[src/rtl/uart_pkg.sv]
// Shared definitions for the UART line path: ASCII control characters,
// line buffer FSM encoding and byte classification helpers.
package uart_pkg;

    localparam logic [7:0] CHAR_CR  = 8'h0D;
    localparam logic [7:0] CHAR_LF  = 8'h0A;
    localparam logic [7:0] CHAR_BS  = 8'h08;
    localparam logic [7:0] CHAR_DEL = 8'h7F;

    typedef enum logic [1:0] {
        IDLE  = 2'd0,
        ISSUE = 2'd1,
        HOLD  = 2'd2,
        WAIT  = 2'd3
    } line_state_e;

    function automatic logic is_terminator(input logic [7:0] b);
        return (b == CHAR_CR) || (b == CHAR_LF);
    endfunction

    function automatic logic is_edit(input logic [7:0] b);
        return (b == CHAR_BS) || (b == CHAR_DEL);
    endfunction

endpackage

[src/rtl/line_fifo_mem.sv]
// Byte storage for the line buffer ring: synchronous write port,
// asynchronous (combinational) read port.
module line_fifo_mem #(
    parameter int DEPTH  = 64,
    parameter int ADDR_W = $clog2(DEPTH)
) (
    input  logic              clock,
    input  logic              wr_en,
    input  logic [ADDR_W-1:0] wr_addr,
    input  logic [7:0]        wr_data,
    input  logic [ADDR_W-1:0] rd_addr,
    output logic [7:0]        rd_data
);

    logic [7:0] mem_r [DEPTH];

    // Write port: storage is intentionally not reset, the pointers define validity.
    always_ff @(posedge clock) begin
        if (wr_en) begin
            mem_r[wr_addr] <= wr_data;
        end
    end

    assign rd_data = mem_r[rd_addr];

endmodule

[src/rtl/uart_line_buffer_chk.sv]
// Runtime invariants of the line buffer: strobe spacing, occupancy bounds
// and pop legality. Carries no functional logic.
module uart_line_buffer_chk #(
    parameter int DEPTH  = 64,
    parameter int ADDR_W = $clog2(DEPTH)
) (
    input logic              clock,
    input logic              reset,
    input logic              tx_strobe,
    input logic              pop,
    input logic [ADDR_W:0]   level,
    input logic [ADDR_W:0]   lines_pending
);

    localparam logic [ADDR_W:0] LVL_FULL = (ADDR_W+1)'(DEPTH);
    localparam logic [ADDR_W:0] LVL_ZERO = {(ADDR_W+1){1'b0}};

    a_strobe_single: assert property (@(posedge clock) disable iff (reset)
        tx_strobe |=> !tx_strobe);

    a_level_bound: assert property (@(posedge clock) disable iff (reset)
        level <= LVL_FULL);

    a_lines_bound: assert property (@(posedge clock) disable iff (reset)
        lines_pending <= level);

    a_pop_nonempty: assert property (@(posedge clock) disable iff (reset)
        pop |-> (level != LVL_ZERO));

endmodule

[src/rtl/uart_line_buffer.sv]
// Line-oriented echo buffer: collects received bytes and replays whole lines
// to the transmitter. Define UART_LINE_BUFFER_BKSP_EN to enable BS/DEL editing.
module uart_line_buffer
    import uart_pkg::*;
#(
    parameter int DEPTH   = 64,
    parameter int ADDR_W  = $clog2(DEPTH),
    parameter int HOLDOFF = 2
) (
    input  logic            clock,
    input  logic            reset,
    input  logic            rx_strobe,
    input  logic [7:0]      rx_byte,
    input  logic            tx_busy,
    output logic            tx_strobe,
    output logic [7:0]      tx_byte,
    output logic            overflow,
    output logic [ADDR_W:0] level
);

    localparam int HOLD_W = (HOLDOFF > 1) ? $clog2(HOLDOFF) : 1;

    localparam logic [ADDR_W:0]   LVL_ZERO   = {(ADDR_W+1){1'b0}};
    localparam logic [ADDR_W:0]   LVL_ONE    = (ADDR_W+1)'(32'd1);
    localparam logic [ADDR_W:0]   LVL_FULL   = (ADDR_W+1)'(DEPTH);
    localparam logic [ADDR_W:0]   LVL_ALMOST = (ADDR_W+1)'(DEPTH - 1);
    localparam logic [ADDR_W-1:0] PTR_ONE    = ADDR_W'(32'd1);
    localparam logic [HOLD_W-1:0] HOLD_ZERO  = {HOLD_W{1'b0}};
    localparam logic [HOLD_W-1:0] HOLD_ONE   = HOLD_W'(32'd1);
    localparam logic [HOLD_W-1:0] HOLD_LAST  = HOLD_W'(HOLDOFF - 1);

    line_state_e       state_r;
    line_state_e       state_next_s;

    logic [ADDR_W-1:0] wr_ptr_r;
    logic [ADDR_W-1:0] wr_ptr_next_s;
    logic [ADDR_W-1:0] rd_ptr_r;
    logic [ADDR_W-1:0] rd_ptr_next_s;
    logic [ADDR_W:0]   level_r;
    logic [ADDR_W:0]   level_next_s;
    logic [ADDR_W:0]   lines_pending_r;
    logic [ADDR_W:0]   lines_next_s;
    logic [ADDR_W:0]   open_count_r;
    logic [ADDR_W:0]   open_next_s;
    logic              force_flush_r;
    logic              force_next_s;
    logic              overflow_r;

    logic [HOLD_W-1:0] hold_cnt_r;
    logic [HOLD_W-1:0] hold_cnt_next_s;
    logic              tx_strobe_r;
    logic              strobe_next_s;
    logic [7:0]        tx_byte_r;
    logic [7:0]        tx_byte_next_s;

    logic [7:0]        rd_data_s;
    logic              pop_s;
    logic              edit_s;
    logic              edit_ok_s;
    logic              data_s;
    logic              wr_en_s;
    logic              drop_s;
    logic              wr_term_s;
    logic              pop_term_s;
    logic              pop_open_s;
    logic              drain_s;
    logic              hold_done_s;

    line_fifo_mem #(
        .DEPTH  (DEPTH),
        .ADDR_W (ADDR_W)
    ) u_mem (
        .clock   (clock),
        .wr_en   (wr_en_s),
        .wr_addr (wr_ptr_r),
        .wr_data (rx_byte),
        .rd_addr (rd_ptr_r),
        .rd_data (rd_data_s)
    );

    // Write acceptance, edit handling and terminator bookkeeping.
    always_comb begin
`ifdef UART_LINE_BUFFER_BKSP_EN
        edit_s = rx_strobe && is_edit(rx_byte);
`else
        edit_s = 1'b0;
`endif
        data_s     = rx_strobe && !edit_s;
        wr_en_s    = data_s && ((level_r != LVL_FULL) || pop_s);
        drop_s     = data_s && !wr_en_s;
        edit_ok_s  = edit_s && (open_count_r != LVL_ZERO) && !force_flush_r;
        wr_term_s  = wr_en_s && is_terminator(rx_byte);
        pop_term_s = pop_s && is_terminator(rd_data_s);
        // With no complete line stored, every popped byte belongs to the open line.
        pop_open_s = pop_s && (lines_pending_r == LVL_ZERO) && (open_count_r != LVL_ZERO);
        drain_s    = ((lines_pending_r != LVL_ZERO) || force_flush_r) && (level_r != LVL_ZERO);
    end

    // Next values of pointers and occupancy counters.
    always_comb begin
        if (wr_en_s) begin
            wr_ptr_next_s = wr_ptr_r + PTR_ONE;
        end else if (edit_ok_s) begin
            wr_ptr_next_s = wr_ptr_r - PTR_ONE;
        end else begin
            wr_ptr_next_s = wr_ptr_r;
        end

        rd_ptr_next_s = pop_s ? (rd_ptr_r + PTR_ONE) : rd_ptr_r;

        level_next_s = level_r
                     + (wr_en_s   ? LVL_ONE : LVL_ZERO)
                     - (pop_s     ? LVL_ONE : LVL_ZERO)
                     - (edit_ok_s ? LVL_ONE : LVL_ZERO);

        lines_next_s = lines_pending_r
                     + (wr_term_s  ? LVL_ONE : LVL_ZERO)
                     - (pop_term_s ? LVL_ONE : LVL_ZERO);

        if (wr_term_s) begin
            open_next_s = LVL_ZERO;
        end else if (wr_en_s) begin
            open_next_s = open_count_r + LVL_ONE - (pop_open_s ? LVL_ONE : LVL_ZERO);
        end else if (edit_ok_s) begin
            open_next_s = open_count_r - LVL_ONE;
        end else begin
            open_next_s = open_count_r - (pop_open_s ? LVL_ONE : LVL_ZERO);
        end
    end

    // Forced drain starts when an unterminated line fills the buffer.
    always_comb begin
        if (wr_en_s && !pop_s && (level_r == LVL_ALMOST) &&
            (lines_pending_r == LVL_ZERO) && !is_terminator(rx_byte)) begin
            force_next_s = 1'b1;
        end else if (level_r == LVL_ZERO) begin
            force_next_s = 1'b0;
        end else begin
            force_next_s = force_flush_r;
        end
    end

    // FIFO pointers, counters and sticky overflow.
    always_ff @(posedge clock or posedge reset) begin
        if (reset) begin
            wr_ptr_r        <= {ADDR_W{1'b0}};
            rd_ptr_r        <= {ADDR_W{1'b0}};
            level_r         <= LVL_ZERO;
            lines_pending_r <= LVL_ZERO;
            open_count_r    <= LVL_ZERO;
            force_flush_r   <= 1'b0;
            overflow_r      <= 1'b0;
        end else begin
            wr_ptr_r        <= wr_ptr_next_s;
            rd_ptr_r        <= rd_ptr_next_s;
            level_r         <= level_next_s;
            lines_pending_r <= lines_next_s;
            open_count_r    <= open_next_s;
            force_flush_r   <= force_next_s;
            overflow_r      <= overflow_r | drop_s;
        end
    end

    // FSM state register.
    always_ff @(posedge clock or posedge reset) begin
        if (reset) begin
            state_r <= IDLE;
        end else begin
            state_r <= state_next_s;
        end
    end

    // FSM next-state logic.
    always_comb begin
        hold_done_s = (hold_cnt_r == HOLD_LAST);
        case (state_r)
            IDLE:    state_next_s = drain_s ? ISSUE : IDLE;
            ISSUE:   state_next_s = HOLD;
            HOLD:    state_next_s = hold_done_s ? WAIT : HOLD;
            WAIT: begin
                if (tx_busy) begin
                    state_next_s = WAIT;
                end else if (drain_s) begin
                    state_next_s = ISSUE;
                end else begin
                    state_next_s = IDLE;
                end
            end
            default: state_next_s = IDLE;
        endcase
    end

    // FSM outputs: pop in ISSUE, holdoff counting in HOLD.
    always_comb begin
        pop_s           = 1'b0;
        hold_cnt_next_s = HOLD_ZERO;
        case (state_r)
            ISSUE:   pop_s = 1'b1;
            HOLD:    hold_cnt_next_s = hold_cnt_r + HOLD_ONE;
            IDLE:    pop_s = 1'b0;
            WAIT:    pop_s = 1'b0;
            default: pop_s = 1'b0;
        endcase
        strobe_next_s  = pop_s;
        tx_byte_next_s = pop_s ? rd_data_s : tx_byte_r;
    end

    // Registered transmit interface and holdoff counter.
    always_ff @(posedge clock or posedge reset) begin
        if (reset) begin
            tx_strobe_r <= 1'b0;
            tx_byte_r   <= 8'h00;
            hold_cnt_r  <= HOLD_ZERO;
        end else begin
            tx_strobe_r <= strobe_next_s;
            tx_byte_r   <= tx_byte_next_s;
            hold_cnt_r  <= hold_cnt_next_s;
        end
    end

    assign tx_strobe = tx_strobe_r;
    assign tx_byte   = tx_byte_r;
    assign overflow  = overflow_r;
    assign level     = level_r;

    uart_line_buffer_chk #(
        .DEPTH  (DEPTH),
        .ADDR_W (ADDR_W)
    ) u_chk (
        .clock         (clock),
        .reset         (reset),
        .tx_strobe     (tx_strobe_r),
        .pop           (pop_s),
        .level         (level_r),
        .lines_pending (lines_pending_r)
    );

endmodule
[config.mk]
export PLATFORM = sky130hd
export DESIGN_NAME = uart_line_buffer
export DESIGN_NICKNAME = d
export VERILOG_FILES = /design/src/rtl/uart_pkg.sv /design/src/rtl/line_fifo_mem.sv /design/src/rtl/uart_line_buffer_chk.sv /design/src/rtl/uart_line_buffer.sv
export SDC_FILE = /design/constraint.sdc
export NUM_CORES = 1
export LEC_CHECK = 0
export BUFFER_PORTS_ARGS = -buffer_cell sky130_fd_sc_hd__buf_4
export CORE_MARGIN = 2
export CORE_UTILIZATION = 27
export CTS_CLUSTER_SIZE = 10
export DETAILED_ROUTE_END_ITERATION = 8
export SLEW_MARGIN = 20
export SYNTH_ARGS = -nofsm -noshare
export SYNTH_HDL_FRONTEND = slang
export SYNTH_SLANG_ARGS = --single-unit
[constraint.sdc]
create_clock -name clock -period 3.87 [get_ports clock]
set_input_delay 0.1935 -clock clock [delete_from_list [all_inputs] [get_ports clock]]
set_output_delay 0.1935 -clock clock [all_outputs]
set_load 0.02 [all_outputs]
==> results.txt, run 1 <==
leading cell type in the layout, fill and taps excluded -> edfxtp_1
Hold WC Path Type -> input pin to async pin
clock buffer depth -> 3
Placer Congestion -> 0.845
max-cap violation count -> 0
Critical Path RT -> 4340 ps
hold slack -> 133 ps
crit-path max cell delay -> 500 ps
share of layout cells above drive strength 1 -> 30.2%
Primary FF master, synth -> edfxtp_1
max-slew violations -> 0
post-route ant nets -> 0
non-filler instance count after layout -> 2,532
final worst setup slack -> -544 ps
WL met2 -> 25,400 um
Hold Vio Cnt, Final -> 0
Initial Util -> 27.2%
failing checks -> setup timing
Tcrit/Tclk final -> 114%
clock share of power -> 28.1%
Synth Instances -> 1,179
most frequent cells in the layout -> edfxtp_1 (512), buf_4 (217), nor2_1 (90)
crit path cell chain -> buf_12 -> buf_8 -> buf_6 -> mux4_2 -> a211oi_1 -> a221oi_2 -> buf_4 -> nor3_2 -> nand3_1 -> a2111oi_4 -> ha_1 -> inv_1 -> ha_2 -> inv_2 -> fa_2 -> inv_2 -> a21oi_2 -> nor2_2 -> o21ai_1 -> a21oi_1 -> nor2_1 -> xnor2_1
FFs w/ async S/R, synth -> 7.25%
I/O pins -> 29
Mean Syn Cell Area -> 18.9 um^2
switch share -> 31.4%
Leak -> 9.34 nW
Synth Area in Compound Gates -> 4.11%
Max Clk Rate -> 227 MHz
status -> finished, violations left
HPWL after DPL -> 36,200 um
TritonCTS clock tree -> yes
worst-skew pair later-pin latency -> 590 ps
met1 wire length -> 24,600 um
initial DRC count -> 1,131
CP Max Fanout -> 7
Die Ht -> 291 um
htree depth -> 3
min Tclk post-route -> 4410 ps
initial antenna violation count -> 1
number of global-route vias before repair -> 12,179
post-synthesis mux area share -> 13.9%
Met3 Wirelength -> 4430 um
Power per Cell Area -> 727 nW/um^2
clk_skew -> 17.1 ps
CP endpoint kind -> register
Post-Syn Area -> 22,200 um^2
DRC violations left -> 0
Routed WL -> 55,600 um
Relative slew margins -> 49.3%
post-route cell area -> 27,300 um^2
Clock Root Buffer -> clkbuf_16
post-synthesis sequential area ratio -> 73.6%
number of synthesized flops with an enable pin -> 512
Sink Count -> 552
Port Buffers -> 28
largest net degree at the start of global routing -> 65
drt pass-1 iters -> 7
CTS Buf Count -> 66
dpl cells -> 2,405
Setup Viol. Count Final -> 6
Area after DPL -> 24,900 um^2
DR top layer -> met4
Die Footprint -> 84,700 um^2
aggregate global routing overflow -> 0
Slew @ Worst Pin -> 760 ps
CP max-delay cell -> dfrtp_4
Via-to-Cell Ratio -> 4.75
Simple-Gate Fraction of Synth Area -> 3.57%
CP Launch Type -> register
via count -> 12,021
Area Overhead vs Synth -> 22.9%
drt wl/cell -> 22.0 um
first-pass GRT wire length -> 82,400 um
crit path kind -> register to register
num rows -> 105
synthesized flop and latch total -> 552
Ys Warns -> 0
Synth cell types -> 64
Worst-path clk slew -> 60 ps
setup TNS -> -1970 ps
sw power -> 6.23 mW
Std-Cell Core Area -> 81,800 um^2
# diodes -> 0
RSZ-0062 raised after global routing -> true
Die Wd -> 291 um
Final #Nets -> 1,468
post-synthesis xor/xnor area fraction -> 0.827%
crit path DAT -> 4880 ps
Pint -> 13.6 mW
Post-Synth Adder-Cell Area -> 1.42%
peak supply drop -> 0.000320 V
largest family of logic cells by synthesized area -> multiplexers
crit-path most repeated cell -> inv_2
syn_nets -> 1,215
All-Layer GR Usage -> 13.1%
Comb pwr share -> 35.4%
sequential share of power -> 36.5%
total power -> 19.9 mW
state kept, by name, indices dropped and copies added (netlist names):
signal	flops
rd_ptr_r	6
force_flush_r	1
tx_byte	8
level	7
u_mem.mem_r	512
tx_strobe	1
hold_cnt_r	1
overflow	1
wr_ptr_r	6
lines_pending_r	7
state_r	2
power by group through the flow:
stage                     clock, mW  combinational, mW  sequential (mW)
after floorplan                   0               3.87             7.32
after global placement            0               6.38             7.34
after detailed placement          0               6.44             7.36
after CTS                      5.70               6.94             7.24
after global routing           5.95               7.50             7.28
final                          5.58               7.04             7.24
timing repair:
| action | 4_1_cts | 5_1_grt |
|---|---|---|
| buffers inserted | 18 | 3 |
| endpoints found under the hold margin | 32 | 0 |
| hold buffers | 7 | 0 |
| pin swaps | 23 | 15 |
| setup endpoints to repair | 6 | 6 |
| gates resized for setup | 46 | 11 |
| gates cloned | 2 | 0 |
worst max-delay path, delay by kind of cell (launching register included):
kind	cells	cell delay (ps)
flip-flops	1	500
multiplexers	1	480
AND/OR/NAND/NOR	4	480
adder cells (fa/ha/maj)	3	840
buffers and inverters	7	730
XOR/XNOR	1	120
AO/OA/AOI/OAI	6	1120
final cells by class:
cell class | count | area [um^2]
Fill cell | 7683 | 54500
Sequential cell | 552 | 16400
Multi-Input combinational cell | 537 | 5470
Timing Repair Buffer | 247 | 2100
Clock buffer | 93 | 1860
Tap cell | 1070 | 1340
Inverter | 28 | 105
Clock inverter | 5 | 55.1
path summary, 6_finish.rpt:
check,slack [ps],from,cells after the start,endpoint
worst max-delay path,-540,rd_ptr_r[0]$_DFFE_PP0P_,22,lines_pending_r[6]$_DFF_PP0_
worst min-delay path,130,reset,3,level[1]$_DFF_PP0_
worst max register to register,-540,rd_ptr_r[0]$_DFFE_PP0P_,22,lines_pending_r[6]$_DFF_PP0_
worst min register to register,420,hold_cnt_r$_DFF_PP0_,1,hold_cnt_r$_DFF_PP0_
max in group asynchronous,2880,reset,4,rd_ptr_r[1]$_DFFE_PP0P_
min in group clock,280,rx_byte[3],4,force_flush_r$_DFFE_PP0P_
per-layer routing:
layer,vias to the layer above,track usage (%)
li1,5227,-
met1,6251,18.5
met2,473,20.2
met3,70,2.89
met4,0,4.26
met5,-,0
cells in the mapped netlist, types with 5 or more instances:
library cell / instances / area [um^2]
ha_1: 22 / 275
o22ai_1: 12 / 75.1
nand2_1: 45 / 169
xor2_1: 5 / 43.8
mux4_1: 25 / 657
a21oi_1: 30 / 150
a221oi_1: 14 / 123
buf_2: 15 / 75.1
a211oi_1: 11 / 82.6
nand3_1: 12 / 60.1
dfrtp_1: 40 / 1000
clkbuf_1: 16 / 60.1
nor2b_1: 7 / 43.8
buf_6: 14 / 158
mux2i_1: 79 / 791
nor2_1: 91 / 342
o21ai_0: 20 / 100
buf_4: 5 / 37.5
inv_1: 27 / 101
buf_1: 6 / 22.5
a22oi_1: 10 / 75.1
o221ai_1: 8 / 70.1
edfxtp_1: 512 / 15400
mux4_2: 71 / 1600
xnor2_1: 16 / 140
logic make-up (layout without fill, tap and decap cells):
group	Yosys count	after routing
AO/OA/AOI/OAI	131	131
XOR/XNOR	21	21
adder cells (fa/ha/maj)	24	24
buffers and inverters	90	373
flip-flops	552	552
multiplexers	179	179
AND/OR/NAND/NOR	182	182
metrics by stage:
stage | util (%) | setup WS (ps)
after floorplan | - | -60.9
after global placement | 30.4 | -895
after detailed placement | 30.4 | -830
after CTS | 33.3 | -491
after global routing | 33.4 | -691
final | 33.4 | -544
Power figures use the tool's default switching activity.
==> inputs of run 2 (changes only) <==
--- a/config.mk
+++ b/config.mk
@@ -5,11 +5,13 @@
 export SDC_FILE = /design/constraint.sdc
 export NUM_CORES = 1
 export LEC_CHECK = 0
+export ABC_AREA = 0
 export BUFFER_PORTS_ARGS = -buffer_cell sky130_fd_sc_hd__buf_4
 export CORE_MARGIN = 2
 export CORE_UTILIZATION = 27
 export CTS_CLUSTER_SIZE = 10
 export DETAILED_ROUTE_END_ITERATION = 8
+export PLACE_DENSITY = 0.39
 export SLEW_MARGIN = 20
 export SYNTH_ARGS = -nofsm -noshare
 export SYNTH_HDL_FRONTEND = slang
==> results.txt, run 2 (same netlist as run 1, synthesis figures left out) <==
Area after DPL -> 25,200 um^2
Slew @ Worst Pin -> 833 ps
leading cell type in the layout, fill and taps excluded -> edfxtp_1
CP max-delay cell -> mux4_2
setup TNS -> -1790 ps
Buffers & Inverters on Critical Path -> 7
number of global-route vias before repair -> 12,418
DRC violations left -> 0
Worst-path clk slew -> 50 ps
Placer Congestion -> 0.794
max-cap violation count -> 0
Clock Root Buffer -> clkbuf_16
Largest Register -> u_mem.mem_r
RSZ-0062 raised after global routing -> true
post-route cell area -> 28,000 um^2
Reg area -> 16,400 um^2
dpl cells -> 2,444
Routed WL -> 64,600 um
Initial Util -> 27.2%
drt wl/cell -> 24.9 um
Die Ht -> 291 um
Hold WC Path Type -> input pin to register
Power per Cell Area -> 750 nW/um^2
most frequent cells in the layout -> edfxtp_1 (512), buf_4 (268), nor2_1 (88)
fill count -> 7,805
HPWL after DPL -> 42,000 um
crit path kind -> register to register
CTS Buf Count -> 69
All-Layer GR Usage -> 15.3%
worst-skew pair later-pin latency -> 610 ps
Sink Count -> 552
post-route ant nets -> 0
R2R Setup Slk -> -520 ps
Setup Viol. Count Final -> 6
crit path DAT -> 4870 ps
Leak -> 9.66 nW
first-pass GRT wire length -> 92,800 um
non-filler instance count after layout -> 2,596
CP Launch Type -> register
max reg flops -> 512
Die Footprint -> 84,700 um^2
Largest delay share family, worst path -> multiplexers
Relative slew margins -> 44.4%
initial antenna violation count -> 2
min Tclk post-route -> 4390 ps
htree depth -> 3
clk_skew -> 34.4 ps
Tcrit/Tclk final -> 113%
final worst setup slack -> -521 ps
# diodes -> 0
failing checks -> setup timing
Via-to-Cell Ratio -> 4.64
Area Overhead vs Synth -> 25.7%
status -> finished, violations left
Std-Cell Core Area -> 81,800 um^2
Critical Path RT -> 4350 ps
initial DRC count -> 1,077
crit-path max cell delay -> 530 ps
num rows -> 105
hold slack -> 35.3 ps
CP endpoint kind -> register
clock buffer depth -> 3
Final #Nets -> 1,523
Port Buffers -> 28
Hold Vio Cnt, Final -> 0
Die Wd -> 291 um
crit path cell chain -> buf_12 -> buf_12 -> buf_8 -> mux4_2 -> mux4_2 -> nand2_4 -> nand3_2 -> o21ai_2 -> nand3_2 -> a2111oi_4 -> buf_4 -> ha_4 -> inv_4 -> ha_4 -> inv_2 -> fa_2 -> inv_2 -> a21oi_2 -> nor2_1 -> o21ai_1 -> a21oi_1 -> nor2_1 -> xnor2_1
via count -> 12,053
aggregate global routing overflow -> 0
max-slew violations -> 0
TritonCTS clock tree -> yes
peak supply drop -> 0.000312 V
largest net degree at the start of global routing -> 65
multi-input logic area -> 5540 um^2
CP Max Fanout -> 7
Max Clk Rate -> 228 MHz
drt pass-1 iters -> 5
share of layout cells above drive strength 1 -> 34.6%
I/O pins -> 29
[run 2: cell types whose count changed in the layout (fill, tap and decap cells not counted), moves of 5 or more]
cell / change
buf_12: +7
buf_4: +51
clkinv_1: +5
mux4_1: -8
mux4_2: +8
[run 2: layout make-up]
| cell class | count | area share (%) |
|---|---|---|
| Timing Repair Buffer | 299 | 9.13 |
| Inverter | 28 | 0.385 |
| Clock inverter | 15 | 0.425 |
| Tap cell | 1070 | 4.79 |
| Sequential cell | 552 | 58.6 |
| Multi-Input combinational cell | 537 | 19.8 |
| Clock buffer | 95 | 6.86 |
[run 2: report_power, final]
| part | total (mW) | internal (mW) | switching, mW |
|---|---|---|---|
| combinational | 7.79 | 3.72 | 4.07 |
| sequential | 7.28 | 6.95 | 0.324 |
| clock | 5.89 | 3.50 | 2.39 |
[run 2: worst reg2reg max path: cells and delay by family (launching register included)]
family	cells	cell delay, ps
xor+xnor	1	110
simple gates	5	500
fa+ha+maj	3	660
flops	1	520
compound gates	5	720
mux	2	1010
buf+inv	7	770
[run 2: final timing paths]
check / start / to / depth (start not counted)
setup / recovery: rd_ptr_r[0]$_DFFE_PP0P_ / lines_pending_r[6]$_DFF_PP0_ / 23
hold / removal: rx_byte[6] / u_mem.mem_r[8][6]$_DFFE_PP_ / 1
setup reg to reg: rd_ptr_r[0]$_DFFE_PP0P_ / lines_pending_r[6]$_DFF_PP0_ / 23
hold reg to reg: hold_cnt_r$_DFF_PP0_ / hold_cnt_r$_DFF_PP0_ / 1
max in group asynchronous: reset / rd_ptr_r[1]$_DFFE_PP0P_ / 4
min in group asynchronous: reset / overflow$_DFF_PP0_ / 4
[run 2: through the flow]
step	setup slack (ps)	utilization [%]	total power [mW]
6_report	-521	34.2	21.0
5_1_grt	-657	34.2	21.9
4_1_cts	-534	33.8	20.9
3_5_place_dp	-864	30.8	14.4
3_3_place_gp	-925	30.8	14.4
2_1_floorplan	-60.9	-	11.2
[run 2: timing repair]
item,CTS,global route
pin swaps,28,19
hold buffers,4,0
hold endpoints to repair,51,0
endpoints found under the setup margin,6,6
gates resized for setup,59,29
cloned,1,0
setup buffers,23,16
[run 2: routing by layer]
| layer | part of all wire (%) | track usage (%) |
|---|---|---|
| met5 | 0.025 | 0 |
| met4 | 1.6 | 4.02 |
| met3 | 4.1 | 2.28 |
| met2 | 46 | 23.3 |
| met1 | 49 | 22.6 |
==> inputs of run 3 (changes only) <==
--- a/config.mk
+++ b/config.mk
@@ -7,10 +7,11 @@
 export LEC_CHECK = 0
 export ABC_AREA = 0
 export BUFFER_PORTS_ARGS = -buffer_cell sky130_fd_sc_hd__buf_4
-export CORE_MARGIN = 2
+export CORE_MARGIN = 5
 export CORE_UTILIZATION = 27
 export CTS_CLUSTER_SIZE = 10
 export DETAILED_ROUTE_END_ITERATION = 8
+export MAX_ROUTING_LAYER = met4
 export PLACE_DENSITY = 0.39
 export SLEW_MARGIN = 20
 export SYNTH_ARGS = -nofsm -noshare
==> results.txt, run 3 (same netlist as run 1, synthesis figures left out) <==
status -> finished, violations left
failing checks -> setup timing
Largest Register -> u_mem.mem_r
Placer Congestion -> 0.809
Initial Util -> 27.2%
setup TNS -> -1680 ps
initial antenna violation count -> 0
clock buffer depth -> 3
worst-skew pair later-pin latency -> 590 ps
via count -> 11,956
All-Layer GR Usage -> 14.7%
number of global-route vias before repair -> 12,272
htree depth -> 3
TritonCTS clock tree -> yes
CP endpoint kind -> register
Die Footprint -> 88,200 um^2
first-pass GRT wire length -> 91,400 um
Critical Path RT -> 4340 ps
min Tclk post-route -> 4340 ps
Area Overhead vs Synth -> 25.4%
non-filler instance count after layout -> 2,570
Hold Vio Cnt, Final -> 0
Relative slew margins -> 41.6%
crit path kind -> register to register
Area after DPL -> 25,100 um^2
max-cap violation count -> 0
final worst setup slack -> -474 ps
Max Clk Rate -> 230 MHz
Port Buffers -> 28
Worst-path clk slew -> 60 ps
clk_skew -> 28.5 ps
DRC violations left -> 0
CP Launch Type -> register
pre-CTS WS -> -863 ps
leading cell type in the layout, fill and taps excluded -> edfxtp_1
Die Wd -> 297 um
initial DRC count -> 959
RSZ-0062 raised after global routing -> true
Std-Cell Core Area -> 81,800 um^2
Routed WL -> 64,100 um
total power -> 20.8 mW
final core utilization -> 34.1%
# diodes -> 0
post-route ant nets -> 0
Power per Cell Area -> 747 nW/um^2
aggregate global routing overflow -> 0
Setup Viol. Count Final -> 6
drt pass-1 iters -> 5
share of layout cells above drive strength 1 -> 34.5%
crit path DAT -> 4810 ps
hold slack -> 88.0 ps
drt wl/cell -> 24.9 um
Leak -> 9.56 nW
Hold WC Path Type -> input pin to register
Clock Root Buffer -> clkbuf_16
CP Max Fanout -> 7
most frequent cells in the layout -> edfxtp_1 (512), buf_4 (235), nor2_1 (89)
fill count -> 7,788
peak supply drop -> 0.000355 V
I/O pins -> 29
num rows -> 105
Via-to-Cell Ratio -> 4.65
CTS Buf Count -> 67
Sink Count -> 552
Slew @ Worst Pin -> 875 ps
Tcrit/Tclk final -> 112%
post-route cell area -> 27,900 um^2
Die Ht -> 297 um
HPWL after DPL -> 41,700 um
max reg flops -> 512
max-slew violations -> 0
Final #Nets -> 1,505
largest net degree at the start of global routing -> 65
dpl cells -> 2,429
[run 3: changes by cell type in the layout (fill, tap and decap cells not counted), sizes merged]
cell | previous run | this run
bufbuf | 0 | 1
clkbuf | 95 | 98
buf | 295 | 277
bufinv | 1 | 0
inv | 30 | 29
clkinv | 12 | 3
dlygate4sd3 | 4 | 3
[run 3: worst paths after layout]
kind                                         startpoint                           end  slack, ps  cells past startpoint
worst max register to register  rd_ptr_r[0]$_DFFE_PP0P_  lines_pending_r[6]$_DFF_PP0_       -470                     23
worst min-delay path                         rx_byte[1]  u_mem.mem_r[46][1]$_DFFE_PP_         90                      1
max in group asynchronous                         reset       rd_ptr_r[1]$_DFFE_PP0P_       3100                      4
worst max-delay path            rd_ptr_r[0]$_DFFE_PP0P_  lines_pending_r[6]$_DFF_PP0_       -470                     23
min in group asynchronous                         reset     force_flush_r$_DFFE_PP0P_        320                      4
worst min register to register     hold_cnt_r$_DFF_PP0_          hold_cnt_r$_DFF_PP0_        420                      1
[run 3: timing repair]
action / CTS / global route
cloned: 2 / 2
resized for setup: 101 / 21
setup buffers: 22 / 15
setup endpoints to repair: 6 / 6
hold buffers: 3 / 0
pin swaps: 30 / 19
endpoints found under the hold margin: 43 / 0
[run 3: report_power, final]
part	internal [mW]	switching (mW)
registers	6.95	0.282
logic	3.84	4.17
clock network	3.31	2.29
total	14.1	6.74
[run 3: metal layers]
metal | GRT usage (%) | up-vias | wire length (um)
met4 | 3.54 | 0 | 1140
met2 | 22.0 | 253 | 29200
met5 | - | - | 0
met3 | 2.19 | 82 | 2520
met1 | 21.2 | 6334 | 31200
li1 | - | 5287 | -
[run 3: cell type report]
class,instances,area (um^2),area share [%]
sequential,552,16400,58.7
inverter,28,105,0.377
multi-input combinational,537,5590,20.0
clock inverter,4,26.3,0.0942
timing repair buffer,283,2580,9.25
tap,1070,1340,4.80
clock buffer,96,1870,6.70
[run 3: worst max-delay path: stages (launching register included)]
cell       delay, ps
dfrtp_4          480
buf_12           170
buf_16           140
buf_4            140
mux4_2           500
mux2_2           310
nand2_1          170
nand3_1          140
nand4_1          170
nand3_2          110
a2111oi_4        310
buf_4            190
ha_4             190
inv_2             60
ha_4             120
inv_2             40
fa_2             360
inv_2             60
a21oi_2           50
nor2_2            90
o21ai_1           70
a21oi_1          140
nor2_1            60
xnor2_1          120
